$ cat src/rtl/uart_pkg.sv
// -----------------------------------------------------------------------------
// uart_pkg
// Shared definitions for the UART receive path: receiver FSM state encoding
// and the oversampling/framing constants used by uart_rx_deser.
// -----------------------------------------------------------------------------
package uart_pkg;

    typedef enum logic [2:0] {
        IDLE,
        START,
        DATA,
        STOP,
        WAIT_IDLE
    } rx_state_t;

    localparam int OVERSAMPLE = 16;
    localparam int SAMPLE_MID = 7;
    localparam int DATA_BITS  = 8;

    // Last tick index within one bit period (sample point after realignment).
    localparam logic [3:0] SAMPLE_LAST = 4'(OVERSAMPLE - 1);

endpackage

$ cat src/rtl/sync_fifo.sv
// -----------------------------------------------------------------------------
// sync_fifo
// Single-clock first-word-fall-through FIFO with a registered head output.
//
// Ports:
//   clock    in   sole clock, rising edge
//   resetn   in   asynchronous active-low reset (pointers, level, head -> 0)
//   push     in   write request; ignored when full unless a pop happens too
//   wr_data  in   WIDTH-bit write data
//   pop      in   read request; ignored when empty
//   rd_data  out  WIDTH-bit head entry, meaningful while empty=0
//   full     out  level == DEPTH
//   empty    out  level == 0
//   level    out  current occupancy, $clog2(DEPTH)+1 bits
// -----------------------------------------------------------------------------
module sync_fifo #(
    parameter int WIDTH = 8,
    parameter int DEPTH = 16
) (
    input  logic                     clock,
    input  logic                     resetn,
    input  logic                     push,
    input  logic [WIDTH-1:0]         wr_data,
    input  logic                     pop,
    output logic [WIDTH-1:0]         rd_data,
    output logic                     full,
    output logic                     empty,
    output logic [$clog2(DEPTH):0]   level
);

    localparam int AW = $clog2(DEPTH);

    logic [WIDTH-1:0] mem [DEPTH];
    logic [AW-1:0]    wr_ptr;
    logic [AW-1:0]    rd_ptr;
    logic [AW-1:0]    rd_ptr_next;
    logic [AW:0]      count;
    logic [AW:0]      count_next;
    logic [AW:0]      count_after_pop;
    logic [WIDTH-1:0] head_q;
    logic [WIDTH-1:0] head_next;
    logic             do_push;
    logic             do_pop;

    assign full  = (count == (AW+1)'(DEPTH));
    assign empty = (count == '0);
    assign level = count;

    assign do_pop  = pop && !empty;
    // A push into a full FIFO still lands if the head leaves on the same edge.
    assign do_push = push && (!full || do_pop);

    assign rd_ptr_next     = rd_ptr + AW'(do_pop);
    assign count_after_pop = count - (AW+1)'(do_pop);
    assign count_next      = count_after_pop + (AW+1)'(do_push);

    // The head register is loaded with what will be at the head after this
    // edge; when the FIFO is (or is becoming) empty the incoming word bypasses
    // the memory so it is visible one cycle after the push.
    always_comb begin
        head_next = '0;
        if (count_next != '0) begin
            if (count_after_pop == '0) begin
                head_next = wr_data;
            end else begin
                head_next = mem[rd_ptr_next];
            end
        end
    end

    always_ff @(posedge clock) begin
        if (do_push) begin
            mem[wr_ptr] <= wr_data;
        end
    end

    always_ff @(posedge clock or negedge resetn) begin
        if (!resetn) begin
            wr_ptr <= '0;
            rd_ptr <= '0;
            count  <= '0;
            head_q <= '0;
        end else begin
            if (do_push) begin
                wr_ptr <= wr_ptr + AW'(1);
            end
            rd_ptr <= rd_ptr_next;
            count  <= count_next;
            head_q <= head_next;
        end
    end

    assign rd_data = head_q;

endmodule

$ cat src/rtl/uart_rx_deser.sv
// -----------------------------------------------------------------------------
// uart_rx_deser
// 8N1 UART receiver (LSB first, 16x oversampling, mid-bit sampling) feeding a
// small byte FIFO with a valid/ready consumer interface. Detects framing
// errors (stop bit low) and overruns (byte arrives while the FIFO is full).
//
// Parameters:
//   DIV         clocks per oversample tick (bit period = 16*DIV clocks), 2..4095
//   FIFO_DEPTH  byte entries, power of two, 2..64
//
// Ports:
//   clock       in   sole clock, rising edge
//   resetn      in   asynchronous active-low reset
//   rx          in   serial line, idle high, asynchronous to clock
//   rx_data     out  FIFO head byte, valid while rx_valid=1
//   rx_valid    out  FIFO non-empty
//   rx_ready    in   head consumed on rx_valid & rx_ready
//   frame_err   out  one-cycle pulse: stop bit sampled low
//   overrun     out  one-cycle pulse: received byte dropped, FIFO full
//   fifo_level  out  current FIFO occupancy
// -----------------------------------------------------------------------------
module uart_rx_deser
    import uart_pkg::*;
#(
    parameter int DIV        = 27,
    parameter int FIFO_DEPTH = 16
) (
    input  logic                          clock,
    input  logic                          resetn,
    input  logic                          rx,
    output logic [7:0]                    rx_data,
    output logic                          rx_valid,
    input  logic                          rx_ready,
    output logic                          frame_err,
    output logic                          overrun,
    output logic [$clog2(FIFO_DEPTH):0]   fifo_level
);

    localparam logic [11:0] DIV_LAST = 12'(DIV - 1);
    localparam logic [3:0]  MID_CNT  = 4'(SAMPLE_MID);
    localparam logic [2:0]  LAST_BIT = 3'(DATA_BITS - 1);

    logic            rx_p0;
    logic            rx_p1;
    logic            rx_s;
    rx_state_t       state;
    logic [11:0]     div_cnt;
    logic            tick;
    logic [3:0]      sample_cnt;
    logic [2:0]      bit_idx;
    logic [7:0]      shreg;
    logic            stop_sample;
    logic            push_req;
    logic            pop;
    logic            fifo_full;
    logic            fifo_empty;

    // ---- stage p0/p1: two-flop synchronizer, idles high ----
    always_ff @(posedge clock or negedge resetn) begin
        if (!resetn) begin
            rx_p0 <= 1'b1;
            rx_p1 <= 1'b1;
        end else begin
            rx_p0 <= rx;
            rx_p1 <= rx_p0;
        end
    end

    assign rx_s = rx_p1;

    // ---- oversample tick generator ----
    // Held at zero in IDLE so every frame starts a fresh tick phase from the
    // cycle the start bit is first seen.
    always_ff @(posedge clock or negedge resetn) begin
        if (!resetn) begin
            div_cnt <= '0;
        end else if (state == IDLE || div_cnt == DIV_LAST) begin
            div_cnt <= '0;
        end else begin
            div_cnt <= div_cnt + 12'd1;
        end
    end

    assign tick = (state != IDLE) && (div_cnt == DIV_LAST);

    assign stop_sample = (state == STOP) && tick && (sample_cnt == SAMPLE_LAST);
    assign push_req    = stop_sample && rx_s;
    assign pop         = rx_valid && rx_ready;

    // ---- receiver FSM, shifter and status pulses ----
    always_ff @(posedge clock or negedge resetn) begin
        if (!resetn) begin
            state      <= IDLE;
            sample_cnt <= '0;
            bit_idx    <= '0;
            shreg      <= '0;
            frame_err  <= 1'b0;
            overrun    <= 1'b0;
        end else begin
            frame_err <= 1'b0;
            // A simultaneous pop frees the slot, so only a stalled full FIFO drops.
            overrun   <= push_req && fifo_full && !pop;

            case (state)
                IDLE: begin
                    sample_cnt <= '0;
                    bit_idx    <= '0;
                    if (!rx_s) begin
                        state <= START;
                    end
                end

                START: begin
                    if (tick) begin
                        if (sample_cnt == MID_CNT) begin
                            // From here on, count 15 lands in the middle of each bit.
                            sample_cnt <= '0;
                            state      <= rx_s ? IDLE : DATA;
                        end else begin
                            sample_cnt <= sample_cnt + 4'd1;
                        end
                    end
                end

                DATA: begin
                    if (tick) begin
                        if (sample_cnt == SAMPLE_LAST) begin
                            sample_cnt <= '0;
                            shreg      <= {rx_s, shreg[7:1]};
                            if (bit_idx == LAST_BIT) begin
                                bit_idx <= '0;
                                state   <= STOP;
                            end else begin
                                bit_idx <= bit_idx + 3'd1;
                            end
                        end else begin
                            sample_cnt <= sample_cnt + 4'd1;
                        end
                    end
                end

                STOP: begin
                    if (tick) begin
                        if (sample_cnt == SAMPLE_LAST) begin
                            sample_cnt <= '0;
                            if (rx_s) begin
                                state <= IDLE;
                            end else begin
                                frame_err <= 1'b1;
                                state     <= WAIT_IDLE;
                            end
                        end else begin
                            sample_cnt <= sample_cnt + 4'd1;
                        end
                    end
                end

                WAIT_IDLE: begin
                    // A held-low line (break) reports one framing error only.
                    if (rx_s) begin
                        state <= IDLE;
                    end
                end

                default: begin
                    state <= IDLE;
                end
            endcase
        end
    end

    // ---- byte FIFO ----
    sync_fifo #(
        .WIDTH (8),
        .DEPTH (FIFO_DEPTH)
    ) u_fifo (
        .clock   (clock),
        .resetn  (resetn),
        .push    (push_req),
        .wr_data (shreg),
        .pop     (pop),
        .rd_data (rx_data),
        .full    (fifo_full),
        .empty   (fifo_empty),
        .level   (fifo_level)
    );

    assign rx_valid = !fifo_empty;

endmodule

$ cat config.mk
export PLATFORM = sky130hd
export DESIGN_NAME = uart_rx_deser
export DESIGN_NICKNAME = d
export VERILOG_FILES = /design/src/rtl/uart_pkg.sv /design/src/rtl/sync_fifo.sv /design/src/rtl/uart_rx_deser.sv
export SDC_FILE = /design/constraint.sdc
export NUM_CORES = 1
export LEC_CHECK = 0
export ABC_AREA = 0
export ABC_CLOCK_PERIOD_IN_PS = 9700
export BUFFER_PORTS_ARGS = -buffer_cell sky130_fd_sc_hd__buf_2
export CAP_MARGIN = 5
export CORE_UTILIZATION = 40
export CTS_CLUSTER_DIAMETER = 60
export CTS_CLUSTER_SIZE = 40
export DETAILED_ROUTE_END_ITERATION = 8
export GPL_ROUTABILITY_DRIVEN = 0
export MAX_ROUTING_LAYER = met4
export PLACE_DENSITY = 0.6
export SLEW_MARGIN = 20
export SYNTH_ARGS = -nofsm -noshare
export SYNTH_HDL_FRONTEND = slang
export SYNTH_HIERARCHICAL = 1
export SYNTH_SLANG_ARGS = --single-unit
$ cat constraint.sdc
create_clock -name clock -period 9.7 [get_ports clock]
set_clock_uncertainty 0.05 [all_clocks]
set_input_delay 0.97 -clock clock [delete_from_list [all_inputs] [get_ports clock]]
set_output_delay 0.97 -clock clock [all_outputs]
set_load 0.01 [all_outputs]
# Word level (Yosys, flattened, before mapping)

Memory sizes are Yosys's and may differ from the RTL's.
Cells that the tools add are included.

Register bits after elaboration: 55
Bits in latches: 0
Bits in writable memories: 128
ROM bits: 0
Input port bits: 4
Output and inout bits: 16
Memories: 1

Add/subtract/negate cells: 7
$mul: 0
Div/mod/pow operators: 0
$lt $le $gt $ge: 0
Equal/unequal tests: 19
Shift-type cells: 0
Muxes and demuxes: 30
Bitwise operators: 0
Reduce and logical (&&, ||, !) cells: 26

Memories:

| name       | words | width | rd ports | clocked after Yosys merged registers in | wr ports | RTL line        | text |
|---|---|---|---|---|---|---|---|
| u_fifo.mem | 16    | 8     | 1        | 0                                       | 1        | sync_fifo.sv:33 | `logic [WIDTH-1:0] mem [DEPTH];` |

Operator list:

| operator                                                         | number |
|---|---|
| 3-bit 2-to-1 mux                                                 | 13 |
| 4-bit 2-to-1 mux                                                 | 4 |
| 8-bit 2-to-1 mux                                                 | 2 |
| 2-bit != test, second input constant                             | 8 |
| 3-bit case mux with 5 select lines                               | 1 |
| 12-bit by 1-bit adder with 12-bit output, second input constant  | 1 |
| 12-bit by 5-bit == test with 1-bit output, second input constant | 1 |
| 12-bit 2-to-1 mux                                                | 1 |
| 4-bit case mux with 3 select lines                               | 1 |
| 5-bit logical NOT                                                | 2 |
| 1-bit logical AND                                                | 9 |
| 3-bit AND reduction                                              | 3 |
| 9-bit AND reduction                                              | 1 |
| 4-bit by 1-bit adder with 4-bit output, second input constant    | 2 |
| 3-bit by 2-bit == test with 1-bit output, second input constant  | 2 |
| 3-bit == test, second input constant                             | 2 |
| 1-bit 2-to-1 mux                                                 | 6 |
| 3-bit case mux with 2 select lines                               | 1 |
| 3-bit nonzero test                                               | 2 |
| 5-bit by 1-bit adder with 5-bit output                           | 1 |
| 5-bit == test, second input constant                             | 1 |
| 5-bit nonzero test                                               | 1 |
| 5-bit by 1-bit subtractor with 5-bit output                      | 1 |
| 4-bit by 1-bit adder with 4-bit output                           | 1 |
| 11 further kinds                                                 | 15 |

# Logic depth before layout (Yosys ltp)

Depth in word-level cells: 9
Depth in mapped cells: 14
Depth with buffers taken out: 14

# Modules after synthesis

The synthesis kept the hierarchy.

Modules (own cells, without submodules):

| module        | times used | cells an instance | area an instance (um^2) | sequential area each (um^2) |
|---|---|---|---|---|
| sync_fifo     | 1          | 314               | 6044.5                  | 4369.2 |
| uart_rx_deser | 1          | 154               | 1707.9                  | 853.3 |

# Worst setup path after synthesis

No wires, ideal clock.

Path kind: register to register
From: reg div_cnt[0]
To: reg u_fifo.head_q[0], in the netlist u_fifo/rd_data[0]
Setup time: 0.145 ns
Arrival: 3.408 ns
Setup slack: 6.097 ns
Stages on the path, launching flop included: 15
Buffers on the path: 0
Clock period less this slack: 3.603 ns
Cell sequence: dfrtp_1 > inv_1 > ha_1 > or4bb_1 > nor4_4 > nand3_2 > nor2_1 > o21ai_0 > clkinv_1 > ha_1 > ha_1 > nand2_1 > or4_4 > a311oi_4 > a2111oi_0

Cells in the longest elaborated chain, start to end: 9

RTL lines:

| item                                      | RTL line            | text |
|---|---|---|
| start: declaration                        | uart_rx_deser.sv:47 | `logic [11:0] div_cnt;` |
| start signal: assignment                  | uart_rx_deser.sv:80 | `div_cnt <= div_cnt + 12'd1;` |
| 12-bit by 5-bit == test with 1-bit output | uart_rx_deser.sv:84 | `assign tick = (state != IDLE) && (div_cnt == DIV_LAST);` |
| 1-bit logical AND                         | uart_rx_deser.sv:84 |  |
| 1-bit logical AND (2 in series)           | uart_rx_deser.sv:86 | `assign stop_sample = (state == STOP) && tick && (sample_cnt == SAMPLE_LAST);` |
| 1-bit logical AND                         | uart_rx_deser.sv:87 | `assign push_req = stop_sample && rx_s;` |
| named net push_req                        | uart_rx_deser.sv:53 | `logic push_req;` |
| 1-bit logical AND                         | sync_fifo.sv:51     | `assign do_push = push && (!full \|\| do_pop);` |
| named net u_fifo.do_push                  | sync_fifo.sv:42     | `logic do_push;` |
| 5-bit by 1-bit adder with 5-bit output    | sync_fifo.sv:55     | `assign count_next = count_after_pop + (AW+1)'(do_push);` |
| 5-bit nonzero test                        | sync_fifo.sv:62     | `if (count_next != '0) begin` |
| 8-bit 2-to-1 mux                          | sync_fifo.sv:62     |  |
| named net u_fifo.head_next[0]             | sync_fifo.sv:41     | `logic [WIDTH-1:0] head_next;` |
| end signal: assignment                    | sync_fifo.sv:89     | `head_q <= head_next;` |
| end: declaration                          | sync_fifo.sv:40     | `logic [WIDTH-1:0] head_q;` |

The timed path passes the listed nets, and every way through them passes these cells.
A chain may end at the register's enable or synchronous reset.

# Worst setup path in the final report

From: reg div_cnt[0]
To: reg u_fifo.head_q[5], in the netlist u_fifo/rd_data[5]

The elaborated chain is that of the path after synthesis.

==> summary.md <==
| Metric | Value |
|---|---|
| Outcome | `finished, final reports clean` |
| First-pass GRT wire length | `24,000 um` |
| # IOs | `20` |
| PortBufs | `19` |
| Leading area contributor after synthesis | `edfxtp_1` |
| Post-Syn Instances | `468` |
| Endpoints failing hold | `0` |
| Fraction of registers with async set/reset | `0.301` |
| Post-synth EDFFs | `128` |
| GRT Overall Usage | `0.172` |
| Slowest stage delay, CP | `0.53 ns` |
| Max-slew violations | `0` |
| Reg clk slew, reported paths | `0.07 ns` |
| Worst slack, placed | `5.56 ns` |
| Clk sinks | `183` |
| Core Region | `18,800 um2` |
| Setup Total Neg Slack | `0 ns` |
| CP most frequent cell | `ha_1` |
| Critical path type | `reg -> reg` |
| Avg Inst Size Synth | `16.6 um2` |
| PD cells | `235 nW/um2` |
| Seq cells post-synth | `183` |
| Top post-synthesis cells by count | `edfxtp_1, dfrtp_1, mux4_2` |
| Initial antenna violation count | `0` |
| Die width | `141 um` |
| Routed Wire Length | `15,300 um` |
| Worst Hold Path Cells | `0` |
| Post CTS Setup Buffer Count | `0` |
| Combinational Power Share | `0.231` |
| Utilization after layout | `0.463` |
| Skew-Pair Late Insertion Delay | `0.43 ns` |
| Fmax | `242 MHz` |
| 1st-pass router iterations | `4` |
| Most numerous cell in the Yosys netlist | `edfxtp_1` |
| Initial drt markers | `297` |
| Final period utilization | `0.426` |
| Req. time, crit path | `9.92 ns` |
| Clock share of power | `0.330` |
| Worst setup EP type | `flip-flop` |
| CTS Hold Buffers Added | `0` |
| Top post-synthesis cells by area | `edfxtp_1, dfrtp_1, mux4_2, ha_1, a2111oi_0` |
| Max VDD drop | `0.175 mV` |
| Die ar. | `19,900 um2` |
| Dpl hpwl | `9650 um` |
| Max cap viols | `0` |
| Worst-Margin Slew | `0.904 ns` |
| Clock Tree Root | `clkbuf_16` |
| FP Rows | `50` |
| Filler cell count | `1,642` |
| RSZ-0062 raised after global routing | `false` |
| P_leak | `3.50 nW` |
| Cell chain of the critical path | `inv_1, ha_1, or4bb_1, nor4_4, nand3_2, nor2_1, o21ai_0, clkinv_1, ha_1, ha_1, nand2_1, or4_4, a311oi_4, a2111oi_0` |
| Chip Height | `141 um` |
| Worst Setup Slack, final | `5.57 ns` |
| Num CTS Buffers | `17` |
| Worst path slowest cell | `or4bb_1` |
| Area growth syn-to-layout | `12.6%` |
| Inserted Diodes | `0` |
| Drt drc | `0` |
| Critical Path Start Type | `flip-flop` |
| NumNets Final | `513` |
| Rel. slew slack | `0.397` |
| Fraction of the yosys area taken by sequential cells | `0.674` |
| Netlist Area Pre-Place | `7750 um2` |
| # setup viols final | `0` |
| Antenna Nets Post-Route | `0` |
| Seq pwr share | `0.438` |
| CP Data Arrival Time | `4.35 ns` |
| Maximum fanout along the worst path | `8` |
| Sw Share | `0.305` |
| Internal | `1.42 mW` |
| Vias in the first global route | `4,157` |
| CTS tree | `yes` |
| Wire length per cell | `19.9 um` |
| Worst Hold Class | `reg -> reg` |
| Pin count of the biggest net entering global routing | `56` |
| Initial Utilization | `0.412` |
| Vias/cell | `5.37` |
| Synth cell types | `60` |
| Crit path time final | `4.13 ns` |
| H-tree depth | `4` |
| R2R cell count | `14` |
| Layout cell share with drive strength beyond 1 | `0.239` |
| GRT overflow | `0` |
| DP Cell Count | `735` |
| Max Buffers Root-to-Sink | `2` |
| Post-synth top area share | `0.496` |
| Final Non-Filler Cells | `767` |
| Syn nets | `487` |
| Switching power | `0.625 mW` |
| Top_reg_cell synth | `edfxtp_1` |
| Post-cts resize count | `0` |
| Via count | `4,117` |
| Yosys warning count | `6` |
## cell usage in the layout, fill, tap and decap left out, types with 3 or more instances in the layout
cell type,instances
edfxtp_1,128
dfrtp_1,53
mux4_2,32
nor2_1,29
buf_2,19
and2_1,18
clkbuf_16,17
a2111oi_0,15
inv_1,14
nor2b_1,13
ha_1,13
nand2_1,11
xnor2_1,11
nor3_1,9
nand3_1,8
mux2_2,8
inv_6,8
mux2i_1,8
xor2_1,7
nand4_1,6
buf_4,6
o21ai_0,5
nor3b_1,5
or2_2,3
and3_1,3
or3_1,3
a21oi_1,3
nand2b_1,3
mux2_1,3
a22o_2,3
## power by group through the flow
stage                     clock network, mW  registers, mW  logic [mW]
after floorplan                           0          0.908       0.352
after global placement                    0          0.914       0.473
after detailed placement                  0          0.914       0.478
after CTS                             0.695          0.898       0.482
after global routing                  0.728          0.901       0.516
final                                 0.676          0.897       0.474
## metrics by stage
stage               area (um2)  total power, mW  hold slack [ns]
detailed placement        8140             1.39            0.300
finish                    8730             2.05            0.308
CTS                       8730             2.07            0.311
global placement          8140             1.39            0.300
floorplan                 7750             1.26            0.295
global route              8730             2.15            0.314
## worst paths after layout
kind / from / endpoint / slack (ns)
setup / recovery: div_cnt[0] / u_fifo/rd_data[5] / 5.57
hold reg to reg: rx_p0 / rx_p1 / 0.31
setup reg to reg: div_cnt[0] / u_fifo/rd_data[5] / 5.57
min in group asynchronous: resetn / u_fifo/level[2] / 0.61
hold / removal: rx_p0 / rx_p1 / 0.31
max in group asynchronous: resetn / div_cnt[5] / 8.49
## worst max-delay path, delay by kind of cell, from the launching register on
family                   cells  cell delay (ns)
AND/OR/NAND/NOR              6             1.86
AO/OA/AOI/OAI                3             0.85
adder cells (fa/ha/maj)      3             0.56
flip-flops                   1             0.42
buffers and inverters        2             0.24
## cell families (layout without fill, tap and decap cells)
group | after synthesis | count (layout) | share of synthesized area
and+or+nand+nor | 125 | 125 | 0.0939
buffers and inverters | 33 | 72 | 0.0189
adders and majority gates | 15 | 15 | 0.0242
xor gates and xnor gates | 19 | 19 | 0.0215
muxes | 51 | 51 | 0.119
AOI/OAI and AO/OA | 42 | 42 | 0.0486
DFF | 183 | 183 | 0.674
## routing by layer
layer	wire length (um)	GRT usage	vias to the layer above
li1	-	-	1870
met1	7220	0.241	2121
met2	7140	0.249	111
met3	736	0.0377	15
met4	195	0.0555	0
met5	0	-	-
## cell type report
type	instances	area, um2	share of cell area
clock inverter	13	133	0.0152
sequential	183	5220	0.599
multi-input combinational	252	2400	0.275
timing repair buffer	25	140	0.0161
tap	260	325	0.0373
clock buffer	19	453	0.0519
inverter	15	56.3	0.00645
## registers in the layout (all words and copies together) (netlist names), 3 cells and up
name,flops
sample_cnt,4
shreg,8
u_fifo/rd_data,8
div_cnt,12
u_fifo/level,5
u_fifo/rd_ptr,4
u_fifo/mem,128
u_fifo/wr_ptr,4
bit_idx,3
state,3
Note: power is estimated with default switching activity, not from simulation.
